$ cat src/rtl/vend_dispenser_pkg.sv
// Shared vending package: FSM state encoding, item/change code constants
// and the change-code to coin-count mapping. Used by the vending FSM and
// by the dispenser that carries out its jobs.
package vend_dispenser_pkg;

  typedef enum logic [2:0] {
    ST_IDLE     = 3'd0,
    ST_VEND     = 3'd1,
    ST_COIN_ON  = 3'd2,
    ST_COIN_OFF = 3'd3,
    ST_DONE     = 3'd4
  } vend_state_e;

  localparam logic [1:0] ITEM_NONE    = 2'b00;
  localparam logic [1:0] ITEM_A       = 2'b01;  // twenty-unit item
  localparam logic [1:0] ITEM_B       = 2'b10;  // fifty-unit item
  localparam logic [1:0] ITEM_ILLEGAL = 2'b11;

  localparam logic [1:0] CHG_NONE   = 2'b00;
  localparam logic [1:0] CHG_TEN    = 2'b01;
  localparam logic [1:0] CHG_THIRTY = 2'b10;
  localparam logic [1:0] CHG_FORTY  = 2'b11;

  // Number of ten-unit coins to eject for a change code.
  function automatic logic [2:0] coin_count(input logic [1:0] chg);
    logic [2:0] n;
    n = 3'd0;
    case (chg)
      CHG_NONE:   n = 3'd0;
      CHG_TEN:    n = 3'd1;
      CHG_THIRTY: n = 3'd3;
      CHG_FORTY:  n = 3'd4;
      default:    n = 3'd0;
    endcase
    return n;
  endfunction

  // True for the two item codes that name a real product.
  function automatic logic item_active(input logic [1:0] it);
    logic a;
    a = 1'b0;
    case (it)
      ITEM_A, ITEM_B:         a = 1'b1;
      ITEM_NONE, ITEM_ILLEGAL: a = 1'b0;
      default:                a = 1'b0;
    endcase
    return a;
  endfunction

endpackage

$ cat src/rtl/vend_pulse_timer.sv
// State-duration down-counter.
// Ports: clk, rst_n (sync, active-low); load/load_val reload the counter,
// dec counts down by one (saturating at zero); zero flags a count of 0.
module vend_pulse_timer (
  input  logic       clk,
  input  logic       rst_n,
  input  logic       load,
  input  logic [3:0] load_val,
  input  logic       dec,
  output logic       zero
);

  logic [3:0] cnt_q, cnt_d;

  always_comb begin
    cnt_d = cnt_q;
    if (load)                     cnt_d = load_val;
    else if (dec && cnt_q != 4'd0) cnt_d = cnt_q - 4'd1;
  end

  always_ff @(posedge clk) begin
    if (!rst_n) cnt_q <= 4'd0;
    else        cnt_q <= cnt_d;
  end

  assign zero = (cnt_q == 4'd0);

endmodule

$ cat src/rtl/vend_dispenser.sv
// Vend dispenser: runs the item motor for PULSE_LEN cycles, then ejects the
// latched number of ten-unit coins (PULSE_LEN high, GAP_LEN low each), then
// strobes done. All outputs are registered from the current state, so they
// trail the state register by one cycle.
// Handshake: a request is the rising edge of item into 01/10; there is no
// ready signal -- a request arriving while not IDLE is discarded and
// reported by a one-cycle req_drop strobe the following cycle.
// Ports: clk, rst_n (sync, active-low), item[1:0], change[1:0] in;
// motor_a, motor_b, coin_pulse, busy, done, req_drop out;
// dbg_state[2:0] exposes the FSM state.
module vend_dispenser
  import vend_dispenser_pkg::*;
#(
  parameter int PULSE_LEN = 4,
  parameter int GAP_LEN   = 2
) (
  input  logic       clk,
  input  logic       rst_n,
  input  logic [1:0] item,
  input  logic [1:0] change,
  output logic       motor_a,
  output logic       motor_b,
  output logic       coin_pulse,
  output logic       busy,
  output logic       done,
  output logic       req_drop,
  output logic [2:0] dbg_state
);

  localparam logic [3:0] PULSE_LOAD = 4'(PULSE_LEN - 1);
  localparam logic [3:0] GAP_LOAD   = 4'(GAP_LEN - 1);

  vend_state_e state_q, state_d;
  logic [1:0]  job_item_q, job_item_d;
  logic [2:0]  count_q, count_d;
  logic        prev_active_q, prev_active_d;
  logic        motor_a_q, motor_a_d, motor_b_q, motor_b_d;
  logic        coin_pulse_q, coin_pulse_d, busy_q, busy_d;
  logic        done_q, done_d, req_drop_q, req_drop_d;
  logic        request, tmr_load, tmr_zero;
  logic [3:0]  tmr_val;

  // Only the transition into an active item code counts as a request.
  assign request       = item_active(item) && !prev_active_q;
  assign prev_active_d = item_active(item);

  vend_pulse_timer u_timer (
    .clk      (clk),
    .rst_n    (rst_n),
    .load     (tmr_load),
    .load_val (tmr_val),
    .dec      (1'b1),
    .zero     (tmr_zero)
  );

  // State register (job data and registered outputs ride along).
  always_ff @(posedge clk) begin
    if (!rst_n) begin
      state_q       <= ST_IDLE;
      job_item_q    <= ITEM_NONE;
      count_q       <= 3'd0;
      prev_active_q <= 1'b1;  // an item held through reset must drop first
      motor_a_q     <= 1'b0;
      motor_b_q     <= 1'b0;
      coin_pulse_q  <= 1'b0;
      busy_q        <= 1'b0;
      done_q        <= 1'b0;
      req_drop_q    <= 1'b0;
    end else begin
      state_q       <= state_d;
      job_item_q    <= job_item_d;
      count_q       <= count_d;
      prev_active_q <= prev_active_d;
      motor_a_q     <= motor_a_d;
      motor_b_q     <= motor_b_d;
      coin_pulse_q  <= coin_pulse_d;
      busy_q        <= busy_d;
      done_q        <= done_d;
      req_drop_q    <= req_drop_d;
    end
  end

  // Next-state logic; the timer is reloaded on every state change with the
  // duration of the state being entered, minus one.
  always_comb begin
    state_d    = state_q;
    job_item_d = job_item_q;
    count_d    = count_q;
    case (state_q)
      ST_IDLE: begin
        if (request) begin
          state_d    = ST_VEND;
          job_item_d = item;
          count_d    = coin_count(change);
        end
      end
      ST_VEND: begin
        if (tmr_zero) state_d = (count_q != 3'd0) ? ST_COIN_ON : ST_DONE;
      end
      ST_COIN_ON: begin
        if (tmr_zero) begin
          state_d = ST_COIN_OFF;
          count_d = count_q - 3'd1;
        end
      end
      ST_COIN_OFF: begin
        if (tmr_zero) state_d = (count_q != 3'd0) ? ST_COIN_ON : ST_DONE;
      end
      ST_DONE: state_d = ST_IDLE;
      default: state_d = ST_IDLE;
    endcase

    tmr_load = (state_d != state_q);
    tmr_val  = 4'd0;
    case (state_d)
      ST_VEND, ST_COIN_ON: tmr_val = PULSE_LOAD;
      ST_COIN_OFF:         tmr_val = GAP_LOAD;
      default:             tmr_val = 4'd0;
    endcase
  end

  // Output decode, registered one cycle later.
  always_comb begin
    motor_a_d    = (state_q == ST_VEND) && (job_item_q == ITEM_A);
    motor_b_d    = (state_q == ST_VEND) && (job_item_q == ITEM_B);
    coin_pulse_d = (state_q == ST_COIN_ON);
    busy_d       = (state_q != ST_IDLE);
    done_d       = (state_q == ST_DONE);
    req_drop_d   = request && (state_q != ST_IDLE);
  end

  assign motor_a    = motor_a_q;
  assign motor_b    = motor_b_q;
  assign coin_pulse = coin_pulse_q;
  assign busy       = busy_q;
  assign done       = done_q;
  assign req_drop   = req_drop_q;
  assign dbg_state  = state_q;

endmodule

$ cat config.mk
export PLATFORM = sky130hd
export DESIGN_NAME = vend_dispenser
export DESIGN_NICKNAME = d
export VERILOG_FILES = /design/src/rtl/vend_dispenser_pkg.sv /design/src/rtl/vend_pulse_timer.sv /design/src/rtl/vend_dispenser.sv
export SDC_FILE = /design/constraint.sdc
export NUM_CORES = 1
export LEC_CHECK = 0
export BUFFER_PORTS_ARGS = -buffer_cell sky130_fd_sc_hd__buf_2
export CORE_MARGIN = 3
export CORE_UTILIZATION = 55
export DETAILED_ROUTE_END_ITERATION = 8
export MAX_ROUTING_LAYER = met4
export PLACE_DENSITY_LB_ADDON = 0.3
export SLEW_MARGIN = 20
export SYNTH_ARGS = -nofsm -noshare
export SYNTH_HDL_FRONTEND = slang
export SYNTH_HIERARCHICAL = 1
export SYNTH_SLANG_ARGS = --single-unit
$ cat constraint.sdc
create_clock -name clk -period 4 [get_ports clk]
set_clock_uncertainty 0.05 [all_clocks]
set_input_delay 0.6 -clock clk [delete_from_list [all_inputs] [get_ports clk]]
set_output_delay 0.6 -clock clk [all_outputs]
set_load 0.02 [all_outputs]
==> results.txt <==
Hold Crit Class -> register to register
Port bufs -> 14
Peak supply drop -> 317 uV
Most common flop cell mapped by yosys -> dfxtp_1
Reg power frac -> 0.427
Logic pwr share -> 0.416
Startpoint Class -> register
WHS Path Cells -> 1
P per Cell Area -> 531 nW/um^2
Worst R2R Start -> u_timer/cnt_q[0]$_SDFFE_PN0P_
Share of cells above drive strength 1 -> 0.197
Diodes inserted -> 0
CTS tree -> built
Actual slew at the worst max-slew pin -> 0.584 ns
Crit path max fanout -> 11
Yosys reg bits -> 19
CP startpoint -> u_timer/cnt_q[0]$_SDFFE_PN0P_
Initial DRC count -> 8
IO Count -> 15
Crit path kind -> register to register
Worst-skew pair later-pin latency -> 0.29 ns
Total grt overflow -> 0
Drc violations -> 0
First-pass GRT wire length -> 3.25 mm
H-tree depth -> 1
Top cells by count, synth -> 19 x dfxtp_1, 9 x inv_1, 9 x nor2_1
P_sw -> 0.232 mW
Largest net degree at the start of global routing -> 17
Hold_buf cts -> 0
Synth Area per Inst -> 8.82 sq um
Post-synth top area share -> 0.378
HP Start -> job_item_q[1]$_SDFFE_PN0P_
Clk slew on worst S/H paths -> 0.10 ns
Critical Path RT -> 4.19 ns
Peak Freq -> 0.428 GHz
Cell area after synthesis -> 1010 sq um
Reg-to-reg setup timing slack -> 1.66 ns
Most frequent cell after synthesis -> dfxtp_1
Library cells used by synthesis -> 43
Die width -> 48.8 um
CP endpoint kind -> register
Clock Path Buffers -> 2
DR vias -> 831
Post-DP HPWL -> 1.43 mm
Postcts setup bufs -> 0
RePlAce Congestion -> 0.753
Number of buffers created by CTS -> 3
Hold Vio Cnt, Final -> 0
Num Clock Sinks -> 19
Final WL -> 1.86 mm
CTS root buf -> clkbuf_4
Max-slew violations -> 0
WL per Instance -> 11.9 um
Fin Setup TNS -> 0 ns
Initial Utilization -> 0.624
Worst EP arrival -> 2.53 ns
RSZ-0062 raised after global routing -> no
Die Ht -> 48.8 um
Area growth, synth to finish -> 11.7%
Top cells by area, synth -> dfxtp_1 38%, ha_1 6.2%, nor3b_1 3.7%, inv_1 3.4%, nor2_1 3.4%
Via density per instance -> 5.33
Cell count after synthesis -> 114
Post-route antenna net violation count -> 0
Number of global-route vias before repair -> 816
TritonRoute pass-1 iters -> 4
Die area -> 2380 sq um
Nets -> 144
Ys async rst share -> 0
Clock power share -> 0.157
R2R depth -> 7
Register area share after synthesis -> 0.378
Final setup viols -> 0
Period minus WS final -> 2.34 ns
Post-synth top area cell -> dfxtp_1
Pleak -> 0.494 nW
Post-cts sizing count -> 0
Initial antenna violation count -> 0
Core box area -> 1610 sq um
Max-cap violations -> 0
Max_slew headroom -> 0.610
Ys Warns -> 6
Overall power -> 0.597 mW
Switching share of total power -> 0.388
Total GRT Usage -> 0.176
Status -> finished, final reports clean
# rows -> 14
WHS Endpoint -> motor_a$_SDFF_PN0_
Cell-internal power -> 0.365 mW
Post-synth EDFFs -> 0
FF-to-FF End -> count_q[2]$_SDFFE_PN0P_
Final Cycle Share -> 0.584
-- cell usage in the layout, fill, tap and decap left out, types with 4 or more instances in the layout --
| master | Yosys | routed |
|---|---|---|
| a21oi_1 | 4 | 4 |
| nand3_1 | 4 | 4 |
| ha_1 | 5 | 5 |
| o21ai_0 | 4 | 4 |
| nor2_1 | 9 | 9 |
| nand2_1 | 7 | 7 |
| inv_1 | 9 | 9 |
| buf_2 | 1 | 14 |
| nor3b_1 | 5 | 5 |
| dfxtp_1 | 19 | 19 |
| conb_1 | 2 | 8 |
-- kinds of logic (layout without fill, tap and decap cells) --
group | Yosys count | in the layout | synth area share
other cells | 2 | 8 | 0.00747
buf+inv | 16 | 28 | 0.0709
compound gates | 22 | 22 | 0.165
mux | 2 | 2 | 0.0199
flops | 19 | 19 | 0.378
fa+ha+maj | 5 | 5 | 0.0622
xor+xnor | 3 | 3 | 0.0261
simple gates | 45 | 45 | 0.270
-- per-layer routing --
layer | global-route usage | routed length [um]
met5 | - | 0
met4 | 0.0711 | 31
met3 | 0.0307 | 54
met2 | 0.348 | 993
met1 | 0.162 | 783
-- worst max-delay path, stage by stage, from the launching register on --
cell	delay, ns
dfxtp_1	0.35
inv_1	0.08
ha_1	0.21
or3b_4	0.41
clkinv_2	0.13
or4bb_1	0.59
a221oi_2	0.34
o21a_1	0.14
-- worst max-delay path by stage --
| stage | end | cells after the start | slack, ns |
|---|---|---|---|
| global route | count_q[2]$_SDFFE_PN0P_ | 7 | 1.58 |
| CTS | count_q[2]$_SDFFE_PN0P_ | 7 | 1.69 |
| detailed placement | u_timer/cnt_q[0]$_SDFFE_PN0P_ | 7 | 1.71 |
| finish | count_q[2]$_SDFFE_PN0P_ | 7 | 1.66 |
| global placement | u_timer/cnt_q[0]$_SDFFE_PN0P_ | 7 | 1.78 |
| floorplan | count_q[2]$_SDFFE_PN0P_ | 8 | 1.66 |
-- registers in the layout (all words and copies together), names as in the netlist --
name / cells
busy: 1
coin_pulse: 1
count_q: 3
dbg_state: 3
done: 1
job_item_q: 2
motor_a: 1
motor_b: 1
prev_active_q: 1
req_drop: 1
u_timer/cnt_q: 4
-- layout make-up --
class	count	area, sq um
multi-input combinational	85	577
fill	153	488
sequential	19	380
timing repair buffer	14	70.1
inverter	10	38.8
tap	24	30.0
clock buffer	3	22.5
clock inverter	1	5.00
-- power groups by stage --
stage | logic [mW] | registers [mW] | clock network, mW
floorplan | 0.209 | 0.255 | 0
finish | 0.248 | 0.255 | 0.0937
detailed placement | 0.248 | 0.259 | 0
CTS | 0.250 | 0.255 | 0.0989
global placement | 0.238 | 0.257 | 0
global route | 0.279 | 0.261 | 0.110
-- through the flow --
stage	utilization	hold WS (ns)	setup WS, ns	cells	cell area (sq um)
finish	0.697	0.392	1.66	156	1120
global route	0.697	0.420	1.58	156	1120
CTS	0.697	0.393	1.69	156	1120
detailed placement	0.680	0.373	1.71	152	1100
global placement	0.680	0.375	1.78	152	1100
floorplan	-	0.355	1.66	120	1030
No activity file was read; power rests on OpenSTA's default activity.
